===== config.mk =====
export PLATFORM = sky130hd
export DESIGN_NAME = alu_arbiter_flat
export DESIGN_NICKNAME = d
export VERILOG_FILES = /design/src/rtl/alu_arbiter_if.sv /design/src/rtl/alu_arbiter.sv /design/src/flat_wrapper.sv
export SDC_FILE = /design/constraint.sdc
export NUM_CORES = 1
export LEC_CHECK = 0
export CORE_AREA = 5 5 117 119
export CTS_BUF_LIST = sky130_fd_sc_hd__clkbuf_8
export DETAILED_ROUTE_END_ITERATION = 8
export DIE_AREA = 0 0 122 124
export HOLD_SLACK_MARGIN = 0.15
export PLACE_DENSITY = 0.83
export SLEW_MARGIN = 40
export SYNTH_ARGS = -nofsm -noshare
export SYNTH_HDL_FRONTEND = slang
export SYNTH_SLANG_ARGS = --single-unit

===== constraint.sdc =====
create_clock -name clk -period 1.5 [get_ports clk]
set_input_delay 0.3 -clock clk [delete_from_list [all_inputs] [get_ports clk]]
set_output_delay 0.3 -clock clk [all_outputs]
set_load 0.05 [all_outputs]

===== src/rtl/alu_arbiter_if.sv =====
// alu_arbiter_if
// Bundles everything that connects the two client units and the shared ALU
// to alu_arbiter.
//   reqN_valid/ready/aluop/a/b  : operation handshake from requester N
//   respN_valid/f/illegal       : one-cycle result pulse back to requester N
//   alu_valid_i/aluop/a/b       : operation presented to the ALU
//   alu_f/alu_valid_o           : ALU result returning after ALU_LAT cycles
// Modports:
//   slave  : the arbiter side
//   master : the client/ALU side (requesters, response sinks and ALU)
interface alu_arbiter_if;
  logic        req0_valid;
  logic        req0_ready;
  logic [2:0]  req0_aluop;
  logic [31:0] req0_a;
  logic [31:0] req0_b;

  logic        req1_valid;
  logic        req1_ready;
  logic [2:0]  req1_aluop;
  logic [31:0] req1_a;
  logic [31:0] req1_b;

  logic        resp0_valid;
  logic [31:0] resp0_f;
  logic        resp0_illegal;

  logic        resp1_valid;
  logic [31:0] resp1_f;
  logic        resp1_illegal;

  logic        alu_valid_i;
  logic [2:0]  alu_aluop;
  logic [31:0] alu_a;
  logic [31:0] alu_b;
  logic [31:0] alu_f;
  logic        alu_valid_o;

  modport slave (
    input  req0_valid, req0_aluop, req0_a, req0_b,
    input  req1_valid, req1_aluop, req1_a, req1_b,
    output req0_ready, req1_ready,
    output resp0_valid, resp0_f, resp0_illegal,
    output resp1_valid, resp1_f, resp1_illegal,
    output alu_valid_i, alu_aluop, alu_a, alu_b,
    input  alu_f, alu_valid_o
  );

  modport master (
    output req0_valid, req0_aluop, req0_a, req0_b,
    output req1_valid, req1_aluop, req1_a, req1_b,
    input  req0_ready, req1_ready,
    input  resp0_valid, resp0_f, resp0_illegal,
    input  resp1_valid, resp1_f, resp1_illegal,
    input  alu_valid_i, alu_aluop, alu_a, alu_b,
    output alu_f, alu_valid_o
  );
endinterface


===== src/rtl/alu_arbiter.sv =====
// alu_arbiter
// Round-robin arbiter sharing one fixed-latency pipelined ALU between two
// requesters. The winner's operation is driven onto the ALU combinationally;
// a tag pipeline of ALU_LAT stages follows each operation so the result can
// be routed back to its issuer one cycle after the ALU produces it.
// Illegal opcode (7) operations take an arbitration slot but are never shown
// to the ALU; they return a zero result flagged as illegal.
//
// Parameters:
//   ALU_LAT : ALU latency in cycles (>= 1)
// Ports:
//   clk   : clock, rising edge
//   rst   : synchronous active-high reset
//   bus   : alu_arbiter_if.slave (requests, responses, ALU connection)
//   err   : sticky flag, ALU valid disagreed with the tag pipeline
// Optional build macro ALU_ARB_PERF_EN adds:
//   perf_grant0, perf_grant1 : grant counts per requester
//   perf_conflict            : cycles with both requesters valid
module alu_arbiter #(
  parameter int ALU_LAT = 2
) (
  input  logic           clk,
  input  logic           rst,
  alu_arbiter_if.slave   bus,
  output logic           err
`ifdef ALU_ARB_PERF_EN
  ,
  output logic [31:0]    perf_grant0,
  output logic [31:0]    perf_grant1,
  output logic [31:0]    perf_conflict
`endif
);

  localparam int         CNT_W      = $clog2(ALU_LAT + 1);
  localparam logic [2:0] OP_ILLEGAL = 3'd7;

  logic        prio;
  logic        gnt0;
  logic        gnt1;
  logic        gnt;
  logic [2:0]  sel_op;
  logic [31:0] sel_a;
  logic [31:0] sel_b;
  logic        sel_ill;

  logic        tag_vld_p [ALU_LAT];
  logic        tag_id_p  [ALU_LAT];
  logic        tag_ill_p [ALU_LAT];

  logic        last_vld;
  logic        last_id;
  logic        last_ill;
  logic        sel0;
  logic        sel1;

  logic [CNT_W-1:0] mask_cnt;
  logic             check_en;
  logic             exp_alu_vld;

  // Arbitration and ALU drive (combinational, cycle t)
  always_comb begin
    gnt0    = 1'b0;
    gnt1    = 1'b0;
    sel_op  = '0;
    sel_a   = '0;
    sel_b   = '0;
    if (!rst) begin
      // A lone requester always wins; on contention prio decides.
      gnt0 = bus.req0_valid && (!bus.req1_valid || !prio);
      gnt1 = bus.req1_valid && (!bus.req0_valid ||  prio);
    end
    gnt = gnt0 || gnt1;
    if (gnt0) begin
      sel_op = bus.req0_aluop;
      sel_a  = bus.req0_a;
      sel_b  = bus.req0_b;
    end else if (gnt1) begin
      sel_op = bus.req1_aluop;
      sel_a  = bus.req1_a;
      sel_b  = bus.req1_b;
    end
    sel_ill = gnt && (sel_op == OP_ILLEGAL);
  end

  assign bus.req0_ready  = gnt0;
  assign bus.req1_ready  = gnt1;
  assign bus.alu_valid_i = gnt && !sel_ill;
  assign bus.alu_aluop   = sel_op;
  assign bus.alu_a       = sel_a;
  assign bus.alu_b       = sel_b;

  always_ff @(posedge clk) begin
    if (rst) begin
      prio <= 1'b0;
    end else if (gnt0) begin
      prio <= 1'b1;
    end else if (gnt1) begin
      prio <= 1'b0;
    end
  end

  // Tag pipeline p0..p(ALU_LAT-1), aligned with the ALU's internal stages
  always_ff @(posedge clk) begin
    if (rst) begin
      for (int i = 0; i < ALU_LAT; i++) begin
        tag_vld_p[i] <= 1'b0;
      end
    end else begin
      tag_vld_p[0] <= gnt;
      for (int i = 1; i < ALU_LAT; i++) begin
        tag_vld_p[i] <= tag_vld_p[i-1];
      end
    end
  end

  // id/illegal are only meaningful alongside vld, so they carry no reset.
  always_ff @(posedge clk) begin
    tag_id_p[0]  <= gnt1;
    tag_ill_p[0] <= sel_ill;
    for (int i = 1; i < ALU_LAT; i++) begin
      tag_id_p[i]  <= tag_id_p[i-1];
      tag_ill_p[i] <= tag_ill_p[i-1];
    end
  end

  assign last_vld = tag_vld_p[ALU_LAT-1];
  assign last_id  = tag_id_p[ALU_LAT-1];
  assign last_ill = tag_ill_p[ALU_LAT-1];
  assign sel0     = last_vld && !last_id;
  assign sel1     = last_vld &&  last_id;

  // Response stage: registered one cycle after the ALU result
  always_ff @(posedge clk) begin
    if (rst) begin
      bus.resp0_valid   <= 1'b0;
      bus.resp0_illegal <= 1'b0;
      bus.resp0_f       <= '0;
      bus.resp1_valid   <= 1'b0;
      bus.resp1_illegal <= 1'b0;
      bus.resp1_f       <= '0;
    end else begin
      bus.resp0_valid   <= sel0;
      bus.resp0_illegal <= sel0 && last_ill;
      bus.resp1_valid   <= sel1;
      bus.resp1_illegal <= sel1 && last_ill;
      // The unselected result holds its last value.
      if (sel0) begin
        bus.resp0_f <= last_ill ? 32'h0 : bus.alu_f;
      end
      if (sel1) begin
        bus.resp1_f <= last_ill ? 32'h0 : bus.alu_f;
      end
    end
  end

  // The ALU's valid pipeline is not reset, so operations dropped by rst can
  // still emerge for ALU_LAT cycles; the consistency check ignores them.
  always_ff @(posedge clk) begin
    if (rst) begin
      mask_cnt <= CNT_W'(ALU_LAT);
    end else if (mask_cnt != '0) begin
      mask_cnt <= mask_cnt - CNT_W'(1);
    end
  end

  assign check_en    = (mask_cnt == '0);
  assign exp_alu_vld = last_vld && !last_ill;

  always_ff @(posedge clk) begin
    if (rst) begin
      err <= 1'b0;
    end else if (check_en && (bus.alu_valid_o != exp_alu_vld)) begin
      err <= 1'b1;
    end
  end

`ifdef ALU_ARB_PERF_EN
  always_ff @(posedge clk) begin
    if (rst) begin
      perf_grant0   <= '0;
      perf_grant1   <= '0;
      perf_conflict <= '0;
    end else begin
      if (gnt0) begin
        perf_grant0 <= perf_grant0 + 32'd1;
      end
      if (gnt1) begin
        perf_grant1 <= perf_grant1 + 32'd1;
      end
      if (bus.req0_valid && bus.req1_valid) begin
        perf_conflict <= perf_conflict + 32'd1;
      end
    end
  end
`else
`endif

endmodule


===== src/flat_wrapper.sv =====
// flat-port wrapper written by rule: the top's interface ports become plain ports
module alu_arbiter_flat 
#(
  parameter int ALU_LAT = 2
)
  (clk, rst, err, bus_req0_valid, bus_req0_aluop, bus_req0_a, bus_req0_b, bus_req1_valid, bus_req1_aluop, bus_req1_a, bus_req1_b, bus_req0_ready, bus_req1_ready, bus_resp0_valid, bus_resp0_f, bus_resp0_illegal, bus_resp1_valid, bus_resp1_f, bus_resp1_illegal, bus_alu_valid_i, bus_alu_aluop, bus_alu_a, bus_alu_b, bus_alu_f, bus_alu_valid_o);
  alu_arbiter_if bus_i ();
  input  logic clk;
  input  logic rst;
  output logic err;
  input wire logic [$bits(bus_i.req0_valid)-1:0] bus_req0_valid;
  input wire logic [$bits(bus_i.req0_aluop)-1:0] bus_req0_aluop;
  input wire logic [$bits(bus_i.req0_a)-1:0] bus_req0_a;
  input wire logic [$bits(bus_i.req0_b)-1:0] bus_req0_b;
  input wire logic [$bits(bus_i.req1_valid)-1:0] bus_req1_valid;
  input wire logic [$bits(bus_i.req1_aluop)-1:0] bus_req1_aluop;
  input wire logic [$bits(bus_i.req1_a)-1:0] bus_req1_a;
  input wire logic [$bits(bus_i.req1_b)-1:0] bus_req1_b;
  output wire logic [$bits(bus_i.req0_ready)-1:0] bus_req0_ready;
  output wire logic [$bits(bus_i.req1_ready)-1:0] bus_req1_ready;
  output wire logic [$bits(bus_i.resp0_valid)-1:0] bus_resp0_valid;
  output wire logic [$bits(bus_i.resp0_f)-1:0] bus_resp0_f;
  output wire logic [$bits(bus_i.resp0_illegal)-1:0] bus_resp0_illegal;
  output wire logic [$bits(bus_i.resp1_valid)-1:0] bus_resp1_valid;
  output wire logic [$bits(bus_i.resp1_f)-1:0] bus_resp1_f;
  output wire logic [$bits(bus_i.resp1_illegal)-1:0] bus_resp1_illegal;
  output wire logic [$bits(bus_i.alu_valid_i)-1:0] bus_alu_valid_i;
  output wire logic [$bits(bus_i.alu_aluop)-1:0] bus_alu_aluop;
  output wire logic [$bits(bus_i.alu_a)-1:0] bus_alu_a;
  output wire logic [$bits(bus_i.alu_b)-1:0] bus_alu_b;
  input wire logic [$bits(bus_i.alu_f)-1:0] bus_alu_f;
  input wire logic [$bits(bus_i.alu_valid_o)-1:0] bus_alu_valid_o;
  assign bus_i.req0_valid = bus_req0_valid;
  assign bus_i.req0_aluop = bus_req0_aluop;
  assign bus_i.req0_a = bus_req0_a;
  assign bus_i.req0_b = bus_req0_b;
  assign bus_i.req1_valid = bus_req1_valid;
  assign bus_i.req1_aluop = bus_req1_aluop;
  assign bus_i.req1_a = bus_req1_a;
  assign bus_i.req1_b = bus_req1_b;
  assign bus_req0_ready = bus_i.req0_ready;
  assign bus_req1_ready = bus_i.req1_ready;
  assign bus_resp0_valid = bus_i.resp0_valid;
  assign bus_resp0_f = bus_i.resp0_f;
  assign bus_resp0_illegal = bus_i.resp0_illegal;
  assign bus_resp1_valid = bus_i.resp1_valid;
  assign bus_resp1_f = bus_i.resp1_f;
  assign bus_resp1_illegal = bus_i.resp1_illegal;
  assign bus_alu_valid_i = bus_i.alu_valid_i;
  assign bus_alu_aluop = bus_i.alu_aluop;
  assign bus_alu_a = bus_i.alu_a;
  assign bus_alu_b = bus_i.alu_b;
  assign bus_i.alu_f = bus_alu_f;
  assign bus_i.alu_valid_o = bus_alu_valid_o;
  alu_arbiter #(.ALU_LAT(ALU_LAT)) u_core (.clk(clk), .rst(rst), .bus(bus_i), .err(err));
endmodule

==> Yosys cells after proc, flatten, opt, wreduce, memory -nomap -nowiden <==
Memory sizes are Yosys's and may differ from the RTL's.
Cells that the tools add are included.
{ "totals": {"reg_bits": 72, "latch_bits": 0, "ramBits": 6, "mem_bits_ro": 0, "in_bits": 171, "out_inout_bits": 139, "elab_cells": 55, "mem_count": 3} }
{ "classes": {"n_addsub": 1, "mul": 0, "div_mod_pow": 0, "order_cmp": 0, "eq_ne": 2, "n_shift": 0, "n_mux": 16, "n_bitwise": 2, "reduce_logical": 22} }
{ "mem_list": {"columns": ["name", "depth", "width", "read_ports", "rd_clocked_by_memory_dff", "write_ports", "line", "text"], "rows": [
  ["u_core.tag_id_p", 2, 1, 2, 0, 2, "alu_arbiter.sv:47", "logic tag_id_p [ALU_LAT];"],
  ["u_core.tag_ill_p", 2, 1, 2, 0, 2, "alu_arbiter.sv:48", "logic tag_ill_p [ALU_LAT];"],
  ["u_core.tag_vld_p", 2, 1, 2, 0, 2, "alu_arbiter.sv:46", "logic tag_vld_p [ALU_LAT];"]
]} }
{ "op_table": {"columns": ["cell", "n"], "rows": [
  ["32-bit two-way mux", 5],
  ["1-bit logical AND", 10],
  ["1-bit two-way mux", 9],
  ["1-bit zero test", 6],
  ["3-bit two-way mux", 2],
  ["2-bit nonzero test", 2],
  ["3-bit equality test, second input constant", 1],
  ["1-bit logical OR", 3],
  ["2-bit zero test", 1],
  ["1-bit OR", 2],
  ["2-bit by 1-bit subtractor with 2-bit output, second input constant", 1],
  ["1-bit inequality test", 1]
]} }

==> Logic depth before layout (Yosys ltp) <==
{ "depth": {"word_depth": 10, "mapped_depth": 6, "depth_no_buf": 4} }

==> Worst setup path before layout <==
OpenSTA, ideal clock, no wires.
{ "synth_timing": {"kind": "reg2out", "startpoint": "register u_core.prio", "endpoint": "output port bus_alu_valid_i", "arrival_time_ns": 1.901, "required_time_ns": 1.200, "path_slack_ns": -0.701, "path_stages_with_launch": 5, "n_path_buf": 0, "path_cell_list": "dfxtp_1 > nand2b_1 > a32oi_1 > nor4_1 > nor3_1"} }
{ "synth_between": {"elab_chain_len": 9, "word_cells_on_any_way": 14, "cone_classes": "1 x eq/ne; 4 x mux; 9 x reduce/logical"} }
{ "synth_lines": {"columns": ["item", "line", "text"], "rows": [
  ["from (decl)", "alu_arbiter.sv:37", "logic prio;"],
  ["from (signal assigned)", "alu_arbiter.sv:94", "prio <= 1'b0;"],
  ["from (signal assigned)", "alu_arbiter.sv:96", "prio <= 1'b1;"],
  ["from (signal assigned)", "alu_arbiter.sv:98", "prio <= 1'b0;"],
  ["1-bit logical OR or 1-bit zero test (tied branches)", "alu_arbiter.sv:70, alu_arbiter.sv:69", null],
  ["1-bit logical AND or 1-bit logical OR (tied branches)", "alu_arbiter.sv:70, alu_arbiter.sv:69", null],
  ["1-bit two-way mux or 1-bit logical AND (tied branches)", "alu_arbiter.sv:67, alu_arbiter.sv:69", null],
  ["3-bit two-way mux or 1-bit two-way mux (tied branches)", "alu_arbiter.sv:77, alu_arbiter.sv:67", null],
  ["3-bit two-way mux", "alu_arbiter.sv:73", "if (gnt0) begin"],
  ["3-bit equality test", "alu_arbiter.sv:82", "sel_ill = gnt && (sel_op == OP_ILLEGAL);"],
  ["1-bit logical AND *", "alu_arbiter.sv:82", null],
  ["via u_core.sel_ill", "alu_arbiter.sv:44", "logic sel_ill;"],
  ["1-bit zero test *", "alu_arbiter.sv:87", "assign bus.alu_valid_i = gnt && !sel_ill;"],
  ["1-bit logical AND *", "alu_arbiter.sv:87", null],
  ["to (decl)", "flat_wrapper.sv:27", "output wire logic [$bits(bus_i.alu_valid_i)-1:0] bus_alu_valid_i;"]
]} }
Mark *: on every way through the listed nets, which the timed path passes. The rest lies on a longest branch.

==> Worst setup path after layout <==
{ "layout_timing": {"startpoint": "register u_core.prio", "endpoint": "output port bus_alu_b[3]"} }
{ "layout_between": {"elab_chain_len": 5, "word_cells_on_any_way": 9, "cone_classes": "4 x mux; 5 x reduce/logical"} }
{ "layout_lines": {"columns": ["item", "line", "text"], "rows": [
  ["1-bit logical OR or 1-bit zero test (tied branches)", "alu_arbiter.sv:70, alu_arbiter.sv:69", null],
  ["1-bit logical AND or 1-bit logical OR (tied branches)", "alu_arbiter.sv:70, alu_arbiter.sv:69", null],
  ["1-bit two-way mux or 1-bit logical AND (tied branches)", "alu_arbiter.sv:67, alu_arbiter.sv:69", null],
  ["32-bit two-way mux or 1-bit two-way mux (tied branches)", "alu_arbiter.sv:77, alu_arbiter.sv:67", null],
  ["32-bit two-way mux *", "alu_arbiter.sv:73", null],
  ["to (decl)", "flat_wrapper.sv:30", "output wire logic [$bits(bus_i.alu_b)-1:0] bus_alu_b;"]
]} }
Mark *: on every way between the ends. The rest lies on a longest branch, timed or not.

==> flow_summary_export.csv <==
group,metric,value,unit
job,cap_viol_max_count,0,
synthesis,postSynthCellCount,445,
synthesis,main_combinational_cell_family_by_area_after_synthesis,"compound AO/OA/AOI/OAI gates",
cts,ctsRootBufferMaster,"sky130_fd_sc_hd__clkbuf_8",
route,total_wirelength,21000,um
cts,cts_hold_buffers,0,
route,drtIter0Drc,304,
cells_and_area,drive_above_1_share,0.360,
die,design.core.area,0.0125,mm2
global_routing,gr-total-overflow,0,
route,wl_per_cell,22.2,um
timing,post-route-worst-setup-slack,-574,ps
hold_path,worstHoldStart,"u_core.tag_id_p[0][0]",
global_routing,globalRouteTotalUtil,0.265,
die,rows,41,
power_and_ir_drop,static_leakage,3.80,nW
worst_setup_path,timing.critical_path.required,1200,ps
power_and_ir_drop,power.clock.fraction,0.255,
cts,clk_pin_slew_worst_paths,90,ps
worst_setup_path,timing.rr.start,"u_core.prio",
cells_and_area,num-nets-final,937,
power_and_ir_drop,seqPwrFrac,0.324,
cells_and_area,flow.area_growth_from_synthesis,166,%
synthesis,post_synth_and_or_nand_nor_area_fraction,0.226,
cts,numCtsBuffers,9,
cells_and_area,utilization,0.762,
die,floorplan.die.height,124,um
power_and_ir_drop,p_int,4.68,mW
synthesis,adder_and_majority_gate_portion_of_the_synthesized_area,0.00351,
worst_setup_path,timing.critical_path.arrival,1770,ps
run_status,run_status,"finished with violations",
timing,clock.fmax,482,MHz
timing,post-route-min-period,2070,ps
run_status,violations_in_the_final_reports,"negative setup slack",
cells_and_area,post_route_design_area,0.00950,mm2
route,vias,4605,
timing,setup_repair_after_global_routing_missed_its_margin,"yes",
synthesis,synth_area,0.00357,mm2
route,post-route-drc-count,0,
power_and_ir_drop,cellPowerDensity,727,mW/mm2
cts,cts_max_level,3,
global_routing,grt_pass1_vias,5077,
synthesis,yosysSeqAreaShare,0.438,
cts,cts_tree,"yes",
hold_path,hp-class,"flop to flop",
global_routing,grt_pass1_wl,30200,um
cts,max-clock-path-buffers,2,
global_routing,grt_start_max_net_pins,68,
worst_setup_path,timing.critical_path.from_type,"flop",
die,io_pins,310,
timing,timing.final.crit_share,1.38,
timing,whs,342,ps
die,die_width,122,um
placement,gp_congestion,0.852,
synthesis,ys_warn_count,0,
power_and_ir_drop,power_switching_share,0.322,
route,drtAntennaViolNets,0,
synthesis,synth.ff_latch_count,78,
cts,cts.sinks,78,
route,detail_route.vias_per_cell,4.87,
global_routing,grt_antenna_before_repair,5,
worst_setup_path,timing.setup.critical_path_class,"flop to primary output",
synthesis,ys_types,25,
timing,number_of_setup_violations_in_the_final_report,70,
cts,worstSkewPairLatency,340,ps
timing,tightestPinTransition,702,ps
timing,worst_slew_margin_relative_to_its_limit,0.532,
power_and_ir_drop,worst_ir_drop_vdd,0.560,mV
timing,final-max-slew-violation-count,0,
synthesis,syn_nets,617,
die,floorplan.die_area,0.0151,mm2
power_and_ir_drop,switchingPower,2.23,mW
worst_setup_path,crit_path_end_kind,"primary output",
synthesis,post_synth.cell_area_avg,8.01,um2
synthesis,synth_compound_area_frac,0.261,
timing,clock_skew,9.12,ps
route,drt_pre_antenna_iters,4,
worst_setup_path,crit_path_max_fanout,10,
placement,dpl-instance-area,0.00889,mm2
worst_setup_path,worstSetupStartpoint,"u_core.prio",
timing,timing_hold_violations_final,0,
placement,detailed_placement_wirelength_estimate,16100,um
synthesis,post_synth_xor_area_fraction,0.00491,
synthesis,synth.area.mux_share,0.00281,
placement,io_buffer_count,309,
power_and_ir_drop,p_comb_frac,0.421,
die,start_util,0.286,
==> path summary, 6_finish.rpt <==
check	cells after the start	end	slack [ps]
hold / removal	0	u_core.tag_id_p[0][1]	340
setup / recovery	5	bus_alu_b[3]	-570
hold reg to reg	0	u_core.tag_id_p[0][1]	340
setup reg to reg	3	u_core.tag_ill_p[0][0]	210
==> layout make-up <==
type | instances | area (um2)
diodes | 5 | 12.5
clock buffers | 10 | 138
clock inverters | 5 | 82.6
fillers | 761 | 2970
inverters | 2 | 7.51
multi-input cells | 325 | 2450
flip-flops and latches | 78 | 1570
well taps | 172 | 215
repair buffers | 349 | 5030
==> synthesized netlist by cell type <==
library cell | count | area (um2)
sky130_fd_sc_hd__xnor2_1 | 1 | 8.76
sky130_fd_sc_hd__a22o_1 | 64 | 561
sky130_fd_sc_hd__a21oi_1 | 65 | 325
sky130_fd_sc_hd__nor2b_1 | 34 | 213
sky130_fd_sc_hd__and2b_1 | 1 | 7.51
sky130_fd_sc_hd__a32oi_1 | 3 | 26.3
sky130_fd_sc_hd__nand2_1 | 130 | 488
sky130_fd_sc_hd__ha_1 | 1 | 12.5
sky130_fd_sc_hd__or2_2 | 1 | 6.26
sky130_fd_sc_hd__nand2b_1 | 4 | 25.0
sky130_fd_sc_hd__buf_4 | 1 | 7.51
sky130_fd_sc_hd__dfxtp_1 | 78 | 1560
sky130_fd_sc_hd__nor3_1 | 1 | 5.00
sky130_fd_sc_hd__buf_2 | 14 | 70.1
sky130_fd_sc_hd__nor4_1 | 1 | 6.26
sky130_fd_sc_hd__buf_1 | 3 | 11.3
sky130_fd_sc_hd__xor2_1 | 1 | 8.76
sky130_fd_sc_hd__inv_1 | 2 | 7.51
sky130_fd_sc_hd__nor2_1 | 13 | 48.8
sky130_fd_sc_hd__and2_1 | 1 | 6.26
sky130_fd_sc_hd__a21boi_2 | 1 | 11.3
sky130_fd_sc_hd__buf_6 | 6 | 67.6
sky130_fd_sc_hd__mux2i_1 | 1 | 10.0
sky130_fd_sc_hd__a211oi_1 | 1 | 7.51
sky130_fd_sc_hd__clkbuf_1 | 17 | 63.8
==> placed cells by master, fill, tap and decap left out, types with 2 or more instances in the layout <==
master,count
sky130_fd_sc_hd__a21oi_1,65
sky130_fd_sc_hd__a22o_4,64
sky130_fd_sc_hd__a32oi_2,3
sky130_fd_sc_hd__and2b_4,2
sky130_fd_sc_hd__buf_12,145
sky130_fd_sc_hd__buf_16,3
sky130_fd_sc_hd__buf_4,18
sky130_fd_sc_hd__buf_6,7
sky130_fd_sc_hd__buf_8,2
sky130_fd_sc_hd__bufinv_16,2
sky130_fd_sc_hd__clkbuf_16,4
sky130_fd_sc_hd__clkbuf_8,10
sky130_fd_sc_hd__clkdlybuf4s50_1,167
sky130_fd_sc_hd__dfxtp_1,77
sky130_fd_sc_hd__diode_2,5
sky130_fd_sc_hd__inv_1,2
sky130_fd_sc_hd__nand2_1,129
sky130_fd_sc_hd__nand2b_1,3
sky130_fd_sc_hd__nor2_1,9
sky130_fd_sc_hd__nor2_4,4
sky130_fd_sc_hd__nor2b_1,33
==> registers in the layout (all words and copies together), names as in the netlist <==
| register | count |
|---|---|
| u_core.tag_vld_p | 2 |
| u_core.bus.resp1_f | 32 |
| u_core.bus.resp0_f | 32 |
| u_core.err | 1 |
| u_core.bus.resp0_illegal | 1 |
| u_core.tag_id_p | 2 |
| u_core.tag_ill_p | 2 |
| u_core.bus.resp1_illegal | 1 |
| u_core.prio | 1 |
| u_core.mask_cnt | 2 |
| u_core.bus.resp1_valid | 1 |
| u_core.bus.resp0_valid | 1 |
==> layer usage <==
layer	vias up	share of wire	track usage
met5	-	0.0020	0
met4	6	0.031	0.0966
met3	44	0.10	0.101
met1	2168	0.34	0.266
met2	214	0.53	0.497
li1	2173	-	-
==> through the flow <==
step	setup TNS, ps	cells	power [mW]	worst slack, ps
2_1_floorplan	-930	445	3.53	-92.9
3_3_place_gp	-43840	915	4.96	-682
3_5_place_dp	-51510	915	5.04	-804
4_1_cts	-35250	936	6.87	-537
5_1_grt	-41170	943	7.16	-627
6_report	-37520	946	6.91	-574
==> what timing repair did <==
item	in CTS	in global routing
endpoints found under the setup margin	70	70
pin swaps	6	14
gates cloned	3	5
gates resized for setup	25	14
endpoints found under the hold margin	0	0
setup buffers	5	1
==> power groups by stage <==
stage | sequential, mW | clock, mW | combinational, mW
final | 2.24 | 1.76 | 2.91
after global routing | 2.25 | 1.90 | 3.01
after CTS | 2.24 | 1.79 | 2.84
after detailed placement | 2.29 | 0 | 2.76
after global placement | 2.28 | 0 | 2.69
after floorplan | 2.44 | 0 | 1.10
==> cells by family after synthesis <==
family / count (synthesis)
xor gates and xnor gates: 2
AOI/OAI and AO/OA: 134
muxes: 1
and+or+nand+nor: 186
buffers and inverters: 43
adders and majority gates: 1
DFF: 78
==> worst max-delay path, stage by stage, from the launching register on <==
cell and delay [ps]:
sky130_fd_sc_hd__dfxtp_4 370, sky130_fd_sc_hd__a21boi_4 270, sky130_fd_sc_hd__and2b_4 290, sky130_fd_sc_hd__clkbuf_16 200
sky130_fd_sc_hd__a22o_4 150, sky130_fd_sc_hd__buf_12 130
No activity file was read; power rests on OpenSTA's default activity.
